`src/rtl/multicycle_ctrl_if.sv`:
```
`default_nettype none
// ============================================================================
//  Module      : multicycle_ctrl_if
//  Description : Control/status bundle between the multi-cycle controller
//                and the MIPS-subset datapath with its shared memory port.
//  Revision    : 1.0  initial release
// ============================================================================
interface multicycle_ctrl_if #(
    parameter int CNT_W = 32
);
    // Datapath -> controller
    logic [5:0]       opCode;
    logic [5:0]       fnCode;
    logic             zero;
    logic             mem_ready;
    logic             int_req;

    // Controller -> datapath
    logic             PCWrite;
    logic             PCWriteCond;
    logic             IorD;
    logic             MemRead;
    logic             MemWrite;
    logic             IRWrite;
    logic             Mem2Reg;
    logic             RegDst;
    logic             RegWrite;
    logic             ALUSrcA;
    logic [1:0]       ALUSrcB;
    logic [2:0]       op;
    logic [1:0]       PCSource;
    logic             illegal;
    logic             retired;
    logic [CNT_W-1:0] instr_count;
    logic [3:0]       state;

    // The controller side issues the control word.
    modport master (
        input  opCode, fnCode, zero, mem_ready, int_req,
        output PCWrite, PCWriteCond, IorD, MemRead, MemWrite, IRWrite,
               Mem2Reg, RegDst, RegWrite, ALUSrcA, ALUSrcB, op, PCSource,
               illegal, retired, instr_count, state
    );

    modport slave (
        output opCode, fnCode, zero, mem_ready, int_req,
        input  PCWrite, PCWriteCond, IorD, MemRead, MemWrite, IRWrite,
               Mem2Reg, RegDst, RegWrite, ALUSrcA, ALUSrcB, op, PCSource,
               illegal, retired, instr_count, state
    );
endinterface
`default_nettype wire

```
`src/rtl/multicycle_ctrl.sv`:
```
`default_nettype none
// ============================================================================
//  Module      : multicycle_ctrl
//  Description : Multi-cycle control FSM for the MIPS-subset datapath with a
//                shared memory port, ready handshake, interrupt entry and a
//                retired-instruction counter.
//  Revision    : 1.0  initial release
// ============================================================================
module multicycle_ctrl #(
    parameter int MEM_LAT = 0,
    parameter int CNT_W   = 32
) (
    input  logic                clk,
    input  logic                rst,
    multicycle_ctrl_if.master   bus
);

    typedef enum logic [3:0] {
        S_FETCH  = 4'd0,
        S_DECODE = 4'd1,
        S_MEMADR = 4'd2,
        S_MEMRD  = 4'd3,
        S_MEMWB  = 4'd4,
        S_MEMWR  = 4'd5,
        S_EXEC   = 4'd6,
        S_RWB    = 4'd7,
        S_BRANCH = 4'd8,
        S_JUMP   = 4'd9,
        S_ADDIEX = 4'd10,
        S_ADDIWB = 4'd11,
        S_IRQ    = 4'd12
    } state_t;

    localparam logic [3:0] c_mem_lat = 4'(MEM_LAT);
    localparam logic [2:0] c_op_add  = 3'b010;
    localparam logic [2:0] c_op_sub  = 3'b110;
    localparam logic [2:0] c_op_and  = 3'b000;
    localparam logic [2:0] c_op_or   = 3'b001;
    localparam logic [2:0] c_op_slt  = 3'b111;

    state_t           state_q, state_d;
    logic [3:0]       wait_q, wait_d;
    logic [CNT_W-1:0] count_q, count_d;

    logic w_done;
    logic w_mem_state;
    logic w_rfn_ok;
    logic w_retire;

    assign w_done      = bus.mem_ready && (wait_q == c_mem_lat);
    assign w_mem_state = (state_q == S_FETCH) || (state_q == S_MEMRD) ||
                         (state_q == S_MEMWR);
    assign w_rfn_ok    = (bus.fnCode == 6'd32) || (bus.fnCode == 6'd34) ||
                         (bus.fnCode == 6'd36) || (bus.fnCode == 6'd37) ||
                         (bus.fnCode == 6'd42);

    always_ff @(posedge clk) begin
        if (rst) begin
            state_q <= S_IRQ;
            wait_q  <= 4'd0;
            count_q <= '0;
        end else begin
            state_q <= state_d;
            wait_q  <= wait_d;
            count_q <= count_d;
        end
    end

    always_comb begin
        state_d         = state_q;
        w_retire        = 1'b0;
        bus.PCWrite     = 1'b0;
        bus.PCWriteCond = 1'b0;
        bus.IorD        = 1'b0;
        bus.MemRead     = 1'b0;
        bus.MemWrite    = 1'b0;
        bus.IRWrite     = 1'b0;
        bus.Mem2Reg     = 1'b0;
        bus.RegDst      = 1'b0;
        bus.RegWrite    = 1'b0;
        bus.ALUSrcA     = 1'b0;
        bus.ALUSrcB     = 2'b00;
        bus.op          = c_op_add;
        bus.PCSource    = 2'b00;
        bus.illegal     = 1'b0;

        case (state_q)
            S_IRQ: begin
                bus.PCWrite  = 1'b1;
                bus.PCSource = 2'b11;
                state_d      = S_FETCH;
            end
            S_FETCH: begin
                bus.MemRead = 1'b1;
                bus.ALUSrcB = 2'b01;
                if (w_done) begin
                    bus.IRWrite = 1'b1;
                    bus.PCWrite = 1'b1;
                    state_d     = S_DECODE;
                end
            end
            S_DECODE: begin
                // Branch target is precomputed here while the opcode decodes.
                bus.ALUSrcB = 2'b11;
                case (bus.opCode)
                    6'd35, 6'd43: state_d = S_MEMADR;
                    6'd4:         state_d = S_BRANCH;
                    6'd2:         state_d = S_JUMP;
                    6'd8:         state_d = S_ADDIEX;
                    6'd0: begin
                        if (w_rfn_ok) begin
                            state_d = S_EXEC;
                        end else begin
                            bus.illegal = 1'b1;
                            w_retire    = 1'b1;
                        end
                    end
                    default: begin
                        bus.illegal = 1'b1;
                        w_retire    = 1'b1;
                    end
                endcase
            end
            S_MEMADR: begin
                bus.ALUSrcA = 1'b1;
                bus.ALUSrcB = 2'b10;
                state_d     = (bus.opCode == 6'd43) ? S_MEMWR : S_MEMRD;
            end
            S_MEMRD: begin
                bus.MemRead = 1'b1;
                bus.IorD    = 1'b1;
                if (w_done) begin
                    state_d = S_MEMWB;
                end
            end
            S_MEMWB: begin
                bus.RegWrite = 1'b1;
                bus.Mem2Reg  = 1'b1;
                w_retire     = 1'b1;
            end
            S_MEMWR: begin
                bus.IorD     = 1'b1;
                bus.MemWrite = 1'b1;
                w_retire     = w_done;
            end
            S_EXEC: begin
                bus.ALUSrcA = 1'b1;
                case (bus.fnCode)
                    6'd34:   bus.op = c_op_sub;
                    6'd36:   bus.op = c_op_and;
                    6'd37:   bus.op = c_op_or;
                    6'd42:   bus.op = c_op_slt;
                    default: bus.op = c_op_add;
                endcase
                state_d = S_RWB;
            end
            S_RWB: begin
                bus.RegWrite = 1'b1;
                bus.RegDst   = 1'b1;
                w_retire     = 1'b1;
            end
            S_BRANCH: begin
                bus.ALUSrcA     = 1'b1;
                bus.op          = c_op_sub;
                bus.PCWriteCond = 1'b1;
                bus.PCSource    = 2'b01;
                w_retire        = 1'b1;
            end
            S_JUMP: begin
                bus.PCWrite  = 1'b1;
                bus.PCSource = 2'b10;
                w_retire     = 1'b1;
            end
            S_ADDIEX: begin
                bus.ALUSrcA = 1'b1;
                bus.ALUSrcB = 2'b10;
                state_d     = S_ADDIWB;
            end
            S_ADDIWB: begin
                bus.RegWrite = 1'b1;
                w_retire     = 1'b1;
            end
            default: state_d = S_IRQ;
        endcase

        // Interrupts are only taken between instructions.
        if (w_retire) begin
            state_d = bus.int_req ? S_IRQ : S_FETCH;
        end
    end

    always_comb begin
        count_d = count_q + CNT_W'(w_retire);
        if (state_d != state_q) begin
            wait_d = 4'd0;
        end else if (w_mem_state && (wait_q != c_mem_lat)) begin
            wait_d = wait_q + 4'd1;
        end else begin
            wait_d = wait_q;
        end
    end

    assign bus.retired     = w_retire;
    assign bus.instr_count = count_q;
    assign bus.state       = state_q;

endmodule
`default_nettype wire
```
`src/flat_wrapper.sv`:
```
// flat-port wrapper written by rule: the top's interface ports become plain ports
module multicycle_ctrl_flat 
#(
    parameter int MEM_LAT = 0,
    parameter int CNT_W   = 32
)
  (clk, rst, bus_opCode, bus_fnCode, bus_zero, bus_mem_ready, bus_int_req, bus_PCWrite, bus_PCWriteCond, bus_IorD, bus_MemRead, bus_MemWrite, bus_IRWrite, bus_Mem2Reg, bus_RegDst, bus_RegWrite, bus_ALUSrcA, bus_ALUSrcB, bus_op, bus_PCSource, bus_illegal, bus_retired, bus_instr_count, bus_state);
  multicycle_ctrl_if #(.CNT_W(CNT_W)) bus_i ();
  input  logic clk;
  input  logic rst;
  input wire logic [$bits(bus_i.opCode)-1:0] bus_opCode;
  input wire logic [$bits(bus_i.fnCode)-1:0] bus_fnCode;
  input wire logic [$bits(bus_i.zero)-1:0] bus_zero;
  input wire logic [$bits(bus_i.mem_ready)-1:0] bus_mem_ready;
  input wire logic [$bits(bus_i.int_req)-1:0] bus_int_req;
  output wire logic [$bits(bus_i.PCWrite)-1:0] bus_PCWrite;
  output wire logic [$bits(bus_i.PCWriteCond)-1:0] bus_PCWriteCond;
  output wire logic [$bits(bus_i.IorD)-1:0] bus_IorD;
  output wire logic [$bits(bus_i.MemRead)-1:0] bus_MemRead;
  output wire logic [$bits(bus_i.MemWrite)-1:0] bus_MemWrite;
  output wire logic [$bits(bus_i.IRWrite)-1:0] bus_IRWrite;
  output wire logic [$bits(bus_i.Mem2Reg)-1:0] bus_Mem2Reg;
  output wire logic [$bits(bus_i.RegDst)-1:0] bus_RegDst;
  output wire logic [$bits(bus_i.RegWrite)-1:0] bus_RegWrite;
  output wire logic [$bits(bus_i.ALUSrcA)-1:0] bus_ALUSrcA;
  output wire logic [$bits(bus_i.ALUSrcB)-1:0] bus_ALUSrcB;
  output wire logic [$bits(bus_i.op)-1:0] bus_op;
  output wire logic [$bits(bus_i.PCSource)-1:0] bus_PCSource;
  output wire logic [$bits(bus_i.illegal)-1:0] bus_illegal;
  output wire logic [$bits(bus_i.retired)-1:0] bus_retired;
  output wire logic [$bits(bus_i.instr_count)-1:0] bus_instr_count;
  output wire logic [$bits(bus_i.state)-1:0] bus_state;
  assign bus_i.opCode = bus_opCode;
  assign bus_i.fnCode = bus_fnCode;
  assign bus_i.zero = bus_zero;
  assign bus_i.mem_ready = bus_mem_ready;
  assign bus_i.int_req = bus_int_req;
  assign bus_PCWrite = bus_i.PCWrite;
  assign bus_PCWriteCond = bus_i.PCWriteCond;
  assign bus_IorD = bus_i.IorD;
  assign bus_MemRead = bus_i.MemRead;
  assign bus_MemWrite = bus_i.MemWrite;
  assign bus_IRWrite = bus_i.IRWrite;
  assign bus_Mem2Reg = bus_i.Mem2Reg;
  assign bus_RegDst = bus_i.RegDst;
  assign bus_RegWrite = bus_i.RegWrite;
  assign bus_ALUSrcA = bus_i.ALUSrcA;
  assign bus_ALUSrcB = bus_i.ALUSrcB;
  assign bus_op = bus_i.op;
  assign bus_PCSource = bus_i.PCSource;
  assign bus_illegal = bus_i.illegal;
  assign bus_retired = bus_i.retired;
  assign bus_instr_count = bus_i.instr_count;
  assign bus_state = bus_i.state;
  multicycle_ctrl #(.MEM_LAT(MEM_LAT), .CNT_W(CNT_W)) u_core (.clk(clk), .rst(rst), .bus(bus_i));
endmodule
```
`config.mk`:
```
export PLATFORM = sky130hd
export DESIGN_NAME = multicycle_ctrl_flat
export DESIGN_NICKNAME = d
export VERILOG_FILES = /design/src/rtl/multicycle_ctrl_if.sv /design/src/rtl/multicycle_ctrl.sv /design/src/flat_wrapper.sv
export SDC_FILE = /design/constraint.sdc
export NUM_CORES = 1
export LEC_CHECK = 0
export CAP_MARGIN = 10
export CORE_MARGIN = 8
export CORE_UTILIZATION = 51
export CTS_CLUSTER_SIZE = 28
export DETAILED_ROUTE_END_ITERATION = 7
export PLACE_DENSITY = 0.85
export SYNTH_ARGS = -nofsm -noshare
export SYNTH_HDL_FRONTEND = slang
export SYNTH_SLANG_ARGS = --single-unit
```
`constraint.sdc`:
```
create_clock -name clk -period 5.4 [get_ports clk]
set_clock_uncertainty 0.15 [all_clocks]
set_input_delay 0.81 -clock clk [delete_from_list [all_inputs] [get_ports clk]]
set_output_delay 0.81 -clock clk [all_outputs]
set_load 0.02 [all_outputs]
```
==> results.md <==
Yosys:
- The most used flip-flop cell after synthesis is sky130_fd_sc_hd__dfxtp_1.
- In this run, synthesis produced a sequential element count of 40.
- Among all cell types in the netlist, the one instantiated most often is sky130_fd_sc_hd__nor2_1.
- The average cell area after synthesis is 7.87 sq um.
- The synthesized netlist devotes 14.1% of its cell area to compound gates.
- The main combinational cell family by area after synthesis is simple AND/OR/NAND/NOR gates.
- In the synthesized netlist, mux cells make up 0.409% of the area.
- When the netlist entered floorplanning its net count stood at around 330.
- Synthesis produced a netlist whose cell count is 311.
- The post-synthesis share of cell area spent on and, or, nand and nor gates is between 30% and 40%.
- The share of the synthesized area in the top cell type is 32.7%.
- The synthesized design contains 0 enable-type register cells.
- The synthesized netlist devotes 2.04% of its cell area to adder and majority cells.
- The cell accounting for the most synthesized area is sky130_fd_sc_hd__dfxtp_1.
- The warning count from the yosys run is 0.
- The post-synthesis cell area is 2450 sq um.
- The number of distinct library cells after synthesis is 57.
- Ranked by total cell area, the synthesized netlist is headed by sky130_fd_sc_hd__dfxtp_1 (33%), sky130_fd_sc_hd__nor2_1 (7.4%), sky130_fd_sc_hd__xor2_1 (6.4%).
- Summing the areas of all xor and xnor instances in the mapped netlist gives roughly 11% of the synthesized area.
- Sequential cells were found to cover 32.7% of the synthesized design area.
- The commonest cells after synthesis are sky130_fd_sc_hd__nor2_1 (48), sky130_fd_sc_hd__dfxtp_1 (40), sky130_fd_sc_hd__xor2_1 (18).
- For this run, asynchronously set or reset flops after synthesis account for 0%.

Die:
- The floorplan core area is 4660 sq um.
- The overall die height is between 80 and 90 microns.
- After floorplanning, the core was divided into 25 placement rows.
- The floorplan step defined a die boundary enclosing roughly 7300 sq um.
- In this run the horizontal extent of the chip is 85.3 microns.
- The number of placed I/O pins is between 70 and 80.
- Once the floorplan was initialized, standard cells occupied 52.5% of the core.

Critical path:
- The worst register-to-register path has a depth of 12.
- In this run the critical register-to-register path is launched from u_core.bus.state[0].
- Setup slack on the worst reg-to-reg path comes out at 1.35 ns.
- Traced cell by cell, the critical path runs through clkdlybuf4s50_1 -> and3_1 -> o21a_1 -> or2_1 -> o21bai_1 -> ha_1 -> ha_1 -> nand3_1 -> or2_2 -> nor4_2 -> nand3_1 -> xor2_1 -> nor2_1.
- The data arrival time at the worst-slack endpoint is 4.31 ns.
- The largest individual stage delay along the critical path comes from the cell sky130_fd_sc_hd__clkdlybuf4s50_1.
- The worst setup path is captured at a flop.
- The worst flop-to-flop path endpoint is u_core.bus.instr_count[30].
- The sort of element at the start of the critical path is an input pin.
- The critical path is of the in -> reg type.
- In this run the worst path has a maximum fanout of 7.
- For this run, the slowest stage of the critical path takes about 0.54 ns.
- The critical path data required time is ~5.4 ns.

Power:
- The clock network fraction of design power is a little over a quarter.
- Of the total power, the share spent switching nets is 30.7%.
- The analysis attributes to cell leakage a power of 1.13 nW.
- The power density relative to cell area is 210 nW/um^2.
- The portion of total power attributed to combinational logic is 28.3%.
- The overall power consumption is 0.683 mW.
- VDD sags by at most 0.154 mV.
- The internal power of the cells totals 0.473 mW.
- The sequential fraction of design power is 44.9%.
- The switching power summed over all nets is 0.210 mW.

Timing:
- The transition time of the tightest slew-check pin is between 0.7 and 0.8 ns.
- Dividing the final minimum period by the clock period gives 79.5%.
- The worst-case headroom to the max-slew limit is between 50% and 60%.
- The maximum clock frequency is around 230 MHz.
- The final critical delay including setup and external delays is 4.29 ns.
- The summed negative setup slack over all endpoints is 0 ns.
- The count of endpoints failing hold in the final timing report is 0.
- The final-report max-slew violation count is 0.
- Setup violations remaining at the end of the flow were counted as 0.
- Setup repair after global routing left no endpoint under its margin.
- The setup slack of the critical path after layout is 1.11 ns.
- The smallest hold slack is 0.363 ns.

Status:
- The flow ran to the end, and the final reports show no timing, DRC or antenna violations.

Global route:
- The number of global-route vias before repair is roughly 2,400.
- The wire length of the first global-routing pass is between 10,000 and 15,000 microns.
- The largest net degree at the start of global routing is 37.
- The aggregate global-route resource usage is 17.5%.
- The initial antenna violation count is 0.
- The sum of overflow across all layers after global routing is 0.

Run:
- Max-cap violations in this run came to 0.

Layout:
- The core utilization of the finished layout is 69.7%.
- After filler insertion, the fill cell instance count of the layout stands at approximately 390.
- The fraction of final layout cells with drive strength greater than 1 is under 10%.
- The diode insertion count for antenna repair is 0.
- The synthesis-to-layout area growth is 32.8%.
- In the final layout, the multi-input gates occupy 1540 sq um.
- The number of nets in the final layout is about 400.
- With fillers left out, the area of the finished cells amounts to roughly 3300 sq um.
- Excluding fillers, the count of instances in the completed layout stands at 429.
- The combined flip-flop and latch cell area is around 800 sq um.

Worst hold path:
- The startpoint identified for the worst hold timing path is u_core.bus.instr_count[18].
- The path class of the tightest hold or removal check is reg -> reg.
- The worst hold path terminates at u_core.bus.instr_count[18].
- The number of stages on the worst hold path is 2.

Detailed routing:
- The post-detailed-routing wire length is 6410 microns.
- The first TritonRoute pass finished after 5 iterations.
- The count of unresolved DRC violations after routing is 0.
- The average wire per standard cell is 14.9 microns.
- The number of nets with antenna violations after detailed routing is 0.
- In this run, the number of DRC markers left after iteration 0 of detailed routing was 128.
- The routed via count divided by cell count is 5.74.
- Detailed routing inserted a total of 2,463 vias.

CTS:
- The deepest level of the CTS H-tree is 2.
- The setup fix buffers added after clock tree synthesis is 0.
- TritonCTS built the clock tree.
- The number of sinks driven by the clock tree is 40.
- The number of gates resized after CTS is 0.
- Buffers inserted during clock tree synthesis total 5.
- At the later pin of the worst-skew pair, clock insertion delay measures 0.28 ns.
- The library cell used as clock root buffer is sky130_fd_sc_hd__clkbuf_8.
- In this run, post-CTS hold repair placed 0 buffers.
- The number of buffers on the longest clock path is 2.
- The clock slew seen by the registers of the worst setup and hold paths is 0.07 ns.

Placement:
- Summed over all nets, the half-perimeter wirelength after detailed placement is 4910 microns.
- At the end of routability-driven placement, the weighted congestion stood at 0.959.
- The count of input and output buffers is 70.
- The instance area at placement is around 3200 sq um.
- Counting tap cells, the placed design contains a total of 422 instances.
- Timing analysis after detailed placement gives a worst setup slack of approximately 0.83 ns.
flip-flops by register name (all words and copies together) (netlist names):
name	flops
u_core.wait_q	4
u_core.bus.instr_count	32
u_core.bus.state	4
placed cells by master, fill, tap and decap left out, drive strengths merged, types with 2 or more instances in the layout:
cell type / count
xor2: 18
ha: 4
o31ai: 3
nor2b: 8
a21oi: 14
or2: 7
a21o: 2
dfxtp: 40
and2: 4
and3: 6
clkbuf: 5
xnor2: 14
inv: 10
and4: 3
nand3: 17
clkdlybuf4s50: 70
nor2: 48
o21a: 4
or3: 4
nand2b: 4
buf: 3
or4: 3
a22oi: 3
nor3: 16
nor4b: 2
nand4: 9
o21ai: 8
nand3b: 2
nor4bb: 2
nand2: 17
nor4: 2
worst max-delay path by stage:
stage                     slack (ns)  cells after the start                    endpoint           from
after floorplan                 1.34                     13  u_core.bus.instr_count[18]  bus_opCode[1]
after global routing            0.84                     13  u_core.bus.instr_count[30]  bus_opCode[1]
after global placement          0.89                     13  u_core.bus.instr_count[28]  bus_opCode[1]
after detailed placement        0.83                     13  u_core.bus.instr_count[30]  bus_opCode[1]
final                           1.11                     13  u_core.bus.instr_count[30]  bus_opCode[1]
after CTS                       1.11                     13  u_core.bus.instr_count[30]  bus_opCode[1]
area by class of cell:
type	instances	share of cell area (%)
Clock buffer	5	2.12
Clock inverter	2	0.385
Inverter	10	1.15
Multi-Input combinational cell	245	47.4
Sequential cell	40	24.6
Tap cell	54	2.08
Timing Repair Buffer	73	22.2
metal layers:
layer	GRT usage [%]	share of wire (%)	vias up
li1	-	-	1222
met1	20.5	43	1151
met2	30.3	49	84
met3	5.50	7.3	6
met4	4.30	0.89	0
met5	0	0	-
worst max-delay path, delay by kind of cell:
kind                       cells  cell delay, ns
AOI/OAI and AO/OA              2            0.55
xor gates and xnor gates       1            0.19
and+or+nand+nor                7            1.76
adders and majority gates      2            0.45
buffers and inverters          1            0.54
logic make-up after synthesis:
logic type	Yosys count
fa+ha+maj	4
buf+inv	26
flops	40
xor+xnor	32
mux	1
compound gates	49
simple gates	159
power groups by stage:
stage	clock network [mW]	logic, mW	registers (mW)
floorplan	0	0.108	0.322
global placement	0	0.192	0.313
detailed placement	0	0.193	0.314
CTS	0.189	0.195	0.307
global route	0.200	0.210	0.308
finish	0.183	0.194	0.307
(Power assumes the default switching activity.)
